$ cat src/rtl/mc_pkg.sv
// Shared encodings for the multi-cycle MIPS control FSM: opcodes, states
// and datapath select codes.
package mc_pkg;

  localparam int STATE_BITS = 4;

  // IR[31:26] opcodes handled by the controller
  localparam logic [5:0] OP_RTYPE = 6'b000000;
  localparam logic [5:0] OP_LW    = 6'b100011;
  localparam logic [5:0] OP_SW    = 6'b101011;
  localparam logic [5:0] OP_ADDI  = 6'b001000;
  localparam logic [5:0] OP_BEQ   = 6'b000100;
  localparam logic [5:0] OP_BNE   = 6'b000101;
  localparam logic [5:0] OP_J     = 6'b000010;

  // IDLE must stay at 0 so reset and the debug port agree on "stopped"
  typedef enum logic [STATE_BITS-1:0] {
    S_IDLE   = 4'd0,
    S_FETCH  = 4'd1,
    S_DECODE = 4'd2,
    S_MEMADR = 4'd3,
    S_MEMRD  = 4'd4,
    S_MEMWB  = 4'd5,
    S_MEMWR  = 4'd6,
    S_EXEC   = 4'd7,
    S_ALUWB  = 4'd8,
    S_ADDIEX = 4'd9,
    S_ADDIWB = 4'd10,
    S_BRANCH = 4'd11,
    S_JUMP   = 4'd12
  } state_t;

  // ALU operation select
  localparam logic [1:0] ALU_ADD   = 2'b00;
  localparam logic [1:0] ALU_SUB   = 2'b01;
  localparam logic [1:0] ALU_FUNCT = 2'b10;

  // PC source select
  localparam logic [1:0] PC_ALU    = 2'b00;
  localparam logic [1:0] PC_ALUOUT = 2'b01;
  localparam logic [1:0] PC_JUMP   = 2'b10;

  // ALU B operand select
  localparam logic [1:0] SRCB_REG  = 2'b00;
  localparam logic [1:0] SRCB_FOUR = 2'b01;
  localparam logic [1:0] SRCB_IMM  = 2'b10;
  localparam logic [1:0] SRCB_IMM2 = 2'b11;

endpackage

$ cat src/rtl/mc_opcode_class.sv
// Combinational opcode classifier: one-hot instruction class plus an
// illegal flag for anything the controller does not sequence.
module mc_opcode_class
  import mc_pkg::*;
(
  input  logic [5:0] opcode,
  output logic       is_r,
  output logic       is_lw,
  output logic       is_sw,
  output logic       is_addi,
  output logic       is_beq,
  output logic       is_bne,
  output logic       is_j,
  output logic       illegal
);

  // Decode each supported opcode; illegal is the complement of all of them
  always_comb begin
    is_r    = (opcode == OP_RTYPE);
    is_lw   = (opcode == OP_LW);
    is_sw   = (opcode == OP_SW);
    is_addi = (opcode == OP_ADDI);
    is_beq  = (opcode == OP_BEQ);
    is_bne  = (opcode == OP_BNE);
    is_j    = (opcode == OP_J);
    illegal = ~(is_r | is_lw | is_sw | is_addi | is_beq | is_bne | is_j);
  end

endmodule

$ cat src/rtl/multicycle_control.sv
// Moore control FSM for a multi-cycle MIPS datapath. All datapath controls
// are decoded from the state register; only the memory-handshake cycles
// and the DECODE/BRANCH states also look at mem_ready / the IR opcode.
module multicycle_control
  import mc_pkg::*;
#(
  parameter int STATE_W = 4
) (
  input  logic               clk,
  input  logic               rst,
  input  logic               run,
  input  logic [5:0]         opcode,
  input  logic               zero,
  input  logic               mem_ready,
  output logic               mem_req,
  output logic               mem_we,
  output logic               iord,
  output logic               ir_write,
  output logic               pc_write,
  output logic               pc_write_eq,
  output logic               pc_write_ne,
  output logic [1:0]         pc_src,
  output logic               alu_src_a,
  output logic [1:0]         alu_src_b,
  output logic [1:0]         alu_op,
  output logic               reg_dst,
  output logic               mem_to_reg,
  output logic               reg_write,
  output logic               instr_done,
  output logic               illegal_op,
  output logic [STATE_W-1:0] state_o
);

  state_t state, next_state;
  logic   is_r, is_lw, is_sw, is_addi, is_beq, is_bne, is_j, op_illegal;

  // The zero flag steers the datapath's PC-write gate, not the sequencing
  logic unused_zero;
  assign unused_zero = zero;

  mc_opcode_class u_class (
    .opcode  (opcode),
    .is_r    (is_r),
    .is_lw   (is_lw),
    .is_sw   (is_sw),
    .is_addi (is_addi),
    .is_beq  (is_beq),
    .is_bne  (is_bne),
    .is_j    (is_j),
    .illegal (op_illegal)
  );

  // State register; reset forces IDLE so mem_req drops without waiting for an edge
  always_ff @(posedge clk or posedge rst) begin
    if (rst) state <= S_IDLE;
    else     state <= next_state;
  end

  assign state_o = STATE_W'(state);

  // Output decode and next-state selection
  always_comb begin
    mem_req     = 1'b0;
    mem_we      = 1'b0;
    iord        = 1'b0;
    ir_write    = 1'b0;
    pc_write    = 1'b0;
    pc_write_eq = 1'b0;
    pc_write_ne = 1'b0;
    pc_src      = PC_ALU;
    alu_src_a   = 1'b0;
    alu_src_b   = SRCB_REG;
    alu_op      = ALU_ADD;
    reg_dst     = 1'b0;
    mem_to_reg  = 1'b0;
    reg_write   = 1'b0;
    instr_done  = 1'b0;
    illegal_op  = 1'b0;
    next_state  = S_IDLE;
    case (state)
      S_IDLE: begin
        next_state = run ? S_FETCH : S_IDLE;
      end
      S_FETCH: begin
        // PC+4 computed in parallel; IR/PC only commit on the ready cycle
        mem_req    = 1'b1;
        alu_src_b  = SRCB_FOUR;
        ir_write   = mem_ready;
        pc_write   = mem_ready;
        next_state = mem_ready ? S_DECODE : S_FETCH;
      end
      S_DECODE: begin
        // Speculatively form the branch target into ALUOut
        alu_src_b  = SRCB_IMM2;
        illegal_op = op_illegal;
        if (is_lw || is_sw)  next_state = S_MEMADR;
        else if (is_r)       next_state = S_EXEC;
        else if (is_addi)    next_state = S_ADDIEX;
        else if (is_beq || is_bne) next_state = S_BRANCH;
        else if (is_j)       next_state = S_JUMP;
        else                 next_state = run ? S_FETCH : S_IDLE;
      end
      S_MEMADR: begin
        alu_src_a  = 1'b1;
        alu_src_b  = SRCB_IMM;
        next_state = is_lw ? S_MEMRD : S_MEMWR;
      end
      S_MEMRD: begin
        mem_req    = 1'b1;
        iord       = 1'b1;
        next_state = mem_ready ? S_MEMWB : S_MEMRD;
      end
      S_MEMWB: begin
        reg_write  = 1'b1;
        mem_to_reg = 1'b1;
        instr_done = 1'b1;
        next_state = run ? S_FETCH : S_IDLE;
      end
      S_MEMWR: begin
        // A store retires in the cycle memory accepts it
        mem_req    = 1'b1;
        mem_we     = 1'b1;
        iord       = 1'b1;
        instr_done = mem_ready;
        if (mem_ready) next_state = run ? S_FETCH : S_IDLE;
        else           next_state = S_MEMWR;
      end
      S_EXEC: begin
        alu_src_a  = 1'b1;
        alu_op     = ALU_FUNCT;
        next_state = S_ALUWB;
      end
      S_ALUWB: begin
        reg_write  = 1'b1;
        reg_dst    = 1'b1;
        instr_done = 1'b1;
        next_state = run ? S_FETCH : S_IDLE;
      end
      S_ADDIEX: begin
        alu_src_a  = 1'b1;
        alu_src_b  = SRCB_IMM;
        next_state = S_ADDIWB;
      end
      S_ADDIWB: begin
        reg_write  = 1'b1;
        instr_done = 1'b1;
        next_state = run ? S_FETCH : S_IDLE;
      end
      S_BRANCH: begin
        // IR is still stable here, so the opcode picks the branch sense
        alu_src_a   = 1'b1;
        alu_op      = ALU_SUB;
        pc_src      = PC_ALUOUT;
        pc_write_eq = is_beq;
        pc_write_ne = is_bne;
        instr_done  = 1'b1;
        next_state  = run ? S_FETCH : S_IDLE;
      end
      S_JUMP: begin
        pc_write   = 1'b1;
        pc_src     = PC_JUMP;
        instr_done = 1'b1;
        next_state = run ? S_FETCH : S_IDLE;
      end
      default: next_state = S_IDLE;
    endcase
  end

endmodule

$ cat config.mk
export PLATFORM = sky130hd
export DESIGN_NAME = multicycle_control
export DESIGN_NICKNAME = d
export VERILOG_FILES = /design/src/rtl/mc_pkg.sv /design/src/rtl/mc_opcode_class.sv /design/src/rtl/multicycle_control.sv
export SDC_FILE = /design/constraint.sdc
export NUM_CORES = 1
export LEC_CHECK = 0
export CORE_MARGIN = 4
export CORE_UTILIZATION = 41
export DETAILED_ROUTE_END_ITERATION = 6
export PLACE_DENSITY = 0.84
export SLEW_MARGIN = 25
export SYNTH_ARGS = -nofsm -noshare
export SYNTH_HDL_FRONTEND = slang
export SYNTH_SLANG_ARGS = --single-unit
$ cat constraint.sdc
create_clock -name clk -period 2.5 [get_ports clk]
set_input_delay 0.25 -clock clk [delete_from_list [all_inputs] [get_ports clk]]
set_output_delay 0.25 -clock clk [all_outputs]
set_load 0.03 [all_outputs]
==> results.md <==
- Result of the run: completed
- Register bit count reported by yosys: 4
- Clock sink count: 4
- Prevailing post-synth register cell: sky130_fd_sc_hd__dfrtp_1
- Worst setup skew after layout: approximately 7.0 ps
- Number of global-route vias before repair: 727
- Part of the power in the clock network: under 10%
- MaxCap Viol Count: 0
- Accumulated negative setup slack: 0 ps
- # diodes: 0
- Relative slew slack: 75.69%
- Register clock-pin slew on the reported worst setup and hold paths: about 40 ps
- Initial Utilization: between 40% and 50%
- Inserted Clock Buffers: 3
- Post-route DRC: 0
- Via count: between 800 and 900
- Total congestion overflow after global routing: 0
- Initial antenna violation count: 0
- YS warnings: 0
- Critical path buffer and inverter count: 2
- Number of levels the H-tree was split into: 1
- Total number of nets in the final design: 141
- IO buf count: 32
- CP Capture Type: output port
- RSZ-0062 raised after global routing: false
- P_sw: a little over 0.0005 W
- Leakage power figure: between 0.4 and 0.5 nW
- Mean number of vias per cell: 5.608
- Peak supply drop: 0.0006734 V
- Final Max Slew Viols: 0
- Cell area power density: 980.2 nW/um2
- Post-route antenna net violation count: 0
- Final setup fails: 0
- Overall routing resource usage: around a fifth
- Ratio of final minimum period to clock period: between 90% and 100%
- Number of enable flip-flop cells after synthesis: 0
- Post-layout minimum cycle time: ~2300 ps
- Slowest cell on the critical path: sky130_fd_sc_hd__clkdlybuf4s50_1
- Hold-fix buffers, CTS: 0
- Delay-heaviest family, CP: buffers and inverters
- Die outline width: ~47 um
- Sw Ratio: approximately 52%
- Number of DRC markers in iteration 0: 20
- Post-synthesis cell type with the largest combined area: sky130_fd_sc_hd__dfrtp_1
- Core area: between 1000 and 1500 um2
- Critical path required time: around 2300 ps
- Reg2reg setup slack: around 1200 ps
- Average wire length per cell after detail routing: 13.71 um
- Kind of path behind the tightest hold check: input pin to async pin
- Area Growth Syn to Fin: 59.72%
- Internal: roughly 0.00047 W
- Part of the total power dissipated in combinational logic: 77.2%
- Critical path type: input pin to output port
- Sort of element at the start of the critical path: input pin
- Share of synthesized registers carrying an async set or reset: 100.0%
- Crit path max fanout: 6
- Die boundary height: around 47 um
- Crit path top cell by count: sky130_fd_sc_hd__clkdlybuf4s50_1
- Area share of the largest cell type after synthesis: 15.87%
- Dominant cell by count in the synthesized netlist: sky130_fd_sc_hd__nor2_1
- Arrival time at the worst endpoint: a little over 2000 ps
- Placer congestion estimate: approximately 0.81
- Global-route wire length before repair: approximately 3200 um
- Share of the core filled with cells in the final layout: around 74%
- Achievable clock frequency: between 400 and 500 MHz
- Detailed-route wire length: ~2000 um
- Total iterations of the first detailed-routing run: 4
- Proportion of synthesized chip area in sequential cells: between 10% and 20%
- Post-Synthesis Net Count: ~110
- Die outline area: around 2200 um2
- Sequential group share of total power: 14.5%
- Layout cells sized above 1: between 10% and 20%
- Longest individual stage delay on the worst path: 680 ps
- Post-detail-place hpwl: 1527 um
- Longest Clk Path Bufs: 2
- Average cell area after synthesis: approximately 6.7 um2
- Number of distinct library cells after synthesis: 33
- Clock Latency Late Sink: 240 ps
- Maximum number of pins on one net before global-route repair: 19
- Clock tree root driver cell: sky130_fd_sc_hd__clkbuf_4
- CTS tree: yes
- Largest cells by area after synthesis: sky130_fd_sc_hd__dfrtp_1 16%, sky130_fd_sc_hd__nor2_1 8.9%, sky130_fd_sc_hd__buf_2 6.3%, sky130_fd_sc_hd__o21ai_0 5.6%, sky130_fd_sc_hd__a21oi_1 4.0%
- Count of endpoints failing hold in the final timing report: 0
- Total setup buffers inserted after CTS: 0
- Transition time of the tightest slew-check pin: ~360 ps
- Number of rows created at floorplan: 13
- Most instantiated cells after synthesis: 15 x sky130_fd_sc_hd__nor2_1, 8 x sky130_fd_sc_hd__buf_2, 7 x sky130_fd_sc_hd__o21ai_0
- Flip-flop count of the largest register, all copies and words added: 4
- Cells after Synth: between 90 and 100
- Number of placed I/O pins: 34
- Ordered list of cells on the worst path: clkdlybuf4s50_1 > nor3b_1 > nand3_1 > nor2_1 > clkdlybuf4s50_1
- Area of the mapped netlist: between 600 and 700 um2
## per-stage QoR
step	cell area (um2)	total power (W)	hold WS (ps)	std cells	setup WS [ps]
after floorplan	630.6	0.0006276	16.08	94	252.5
after global placement	978.4	0.0008921	434.7	140	146.4
after detailed placement	978.4	0.0009014	451.9	140	109.2
after CTS	1001	0.0009860	197.9	143	22.98
after global routing	1007	0.001065	200.3	143	90.64
final	1007	0.0009872	199.8	143	205.7
## path summary, 6_finish.rpt
kind | startpoint | end | cells after the start
worst min-delay path | rst | state_o[0]$_DFF_PP0_ | 2
max in group asynchronous | rst | state_o[2]$_DFF_PP0_ | 2
worst max register to register | state_o[2]$_DFF_PP0_ | state_o[0]$_DFF_PP0_ | 4
min in group clk | state_o[1]$_DFF_PP0_ | state_o[0]$_DFF_PP0_ | 1
worst min register to register | state_o[1]$_DFF_PP0_ | state_o[0]$_DFF_PP0_ | 1
worst max-delay path | opcode[2] | pc_write_eq | 5
## per-layer routing
| metal | GRT usage (%) | routed length (um) | vias up |
|---|---|---|---|
| met4 | 10.50 | 15 | 0 |
| li1 | - | - | 402 |
| met5 | 0 | 0 | - |
| met1 | 23.53 | 817 | 364 |
| met2 | 34.76 | 1009 | 34 |
| met3 | 4.215 | 118 | 2 |
## cells by family (layout without fill, tap and decap cells)
logic type             after synthesis  after routing  synth area share [%]
AO/OA/AOI/OAI                       27             27                 30.55
XOR/XNOR                             1              1                 1.389
buffers and inverters               15             49                 11.71
flip-flops                           4              4                 15.87
multiplexers                         2              2                 3.175
AND/OR/NAND/NOR                     45             45                 37.30
## final cells by class
class | count | area (um2)
clock buffer | 3 | 22.52
fill | 128 | 359.1
inverter | 6 | 22.52
multi-input combinational | 75 | 456.7
sequential | 4 | 103.9
tap | 15 | 18.77
timing repair buffer | 40 | 382.9
## cell usage in the layout, fill, tap and decap left out, types with 2 or more instances in the layout
master and instances:
sky130_fd_sc_hd__a21oi_1 5, sky130_fd_sc_hd__nor3_2 2, sky130_fd_sc_hd__o21a_1 2, sky130_fd_sc_hd__nand2b_1 4, sky130_fd_sc_hd__nor4_1 2, sky130_fd_sc_hd__buf_4 8, sky130_fd_sc_hd__nand3_1 2, sky130_fd_sc_hd__dfrtp_2 3
sky130_fd_sc_hd__o21ai_0 7, sky130_fd_sc_hd__or3_1 2, sky130_fd_sc_hd__nor2b_1 4, sky130_fd_sc_hd__nand2_1 6, sky130_fd_sc_hd__a31oi_1 2, sky130_fd_sc_hd__nor2_1 15, sky130_fd_sc_hd__clkbuf_4 3, sky130_fd_sc_hd__o32ai_1 2
sky130_fd_sc_hd__nor3b_1 2, sky130_fd_sc_hd__clkdlybuf4s50_1 31, sky130_fd_sc_hd__mux2i_1 2, sky130_fd_sc_hd__inv_1 6, sky130_fd_sc_hd__nor3_1 3
## repair_timing
item                                    4_1_cts  5_1_grt
endpoints found under the setup margin        0        5
resized for setup                             0        4
hold endpoints to repair                      0        0
## power groups by stage
stage	Clock, W	Combinational (W)	Sequential (W)
floorplan	0	0.000479	0.000149
global placement	0	0.000753	0.000139
detailed placement	0	0.000761	0.000140
CTS	0.0000835	0.000763	0.000140
global route	0.0000953	0.000817	0.000152
finish	0.0000819	0.000762	0.000144
Power figures use the tool's default switching activity.
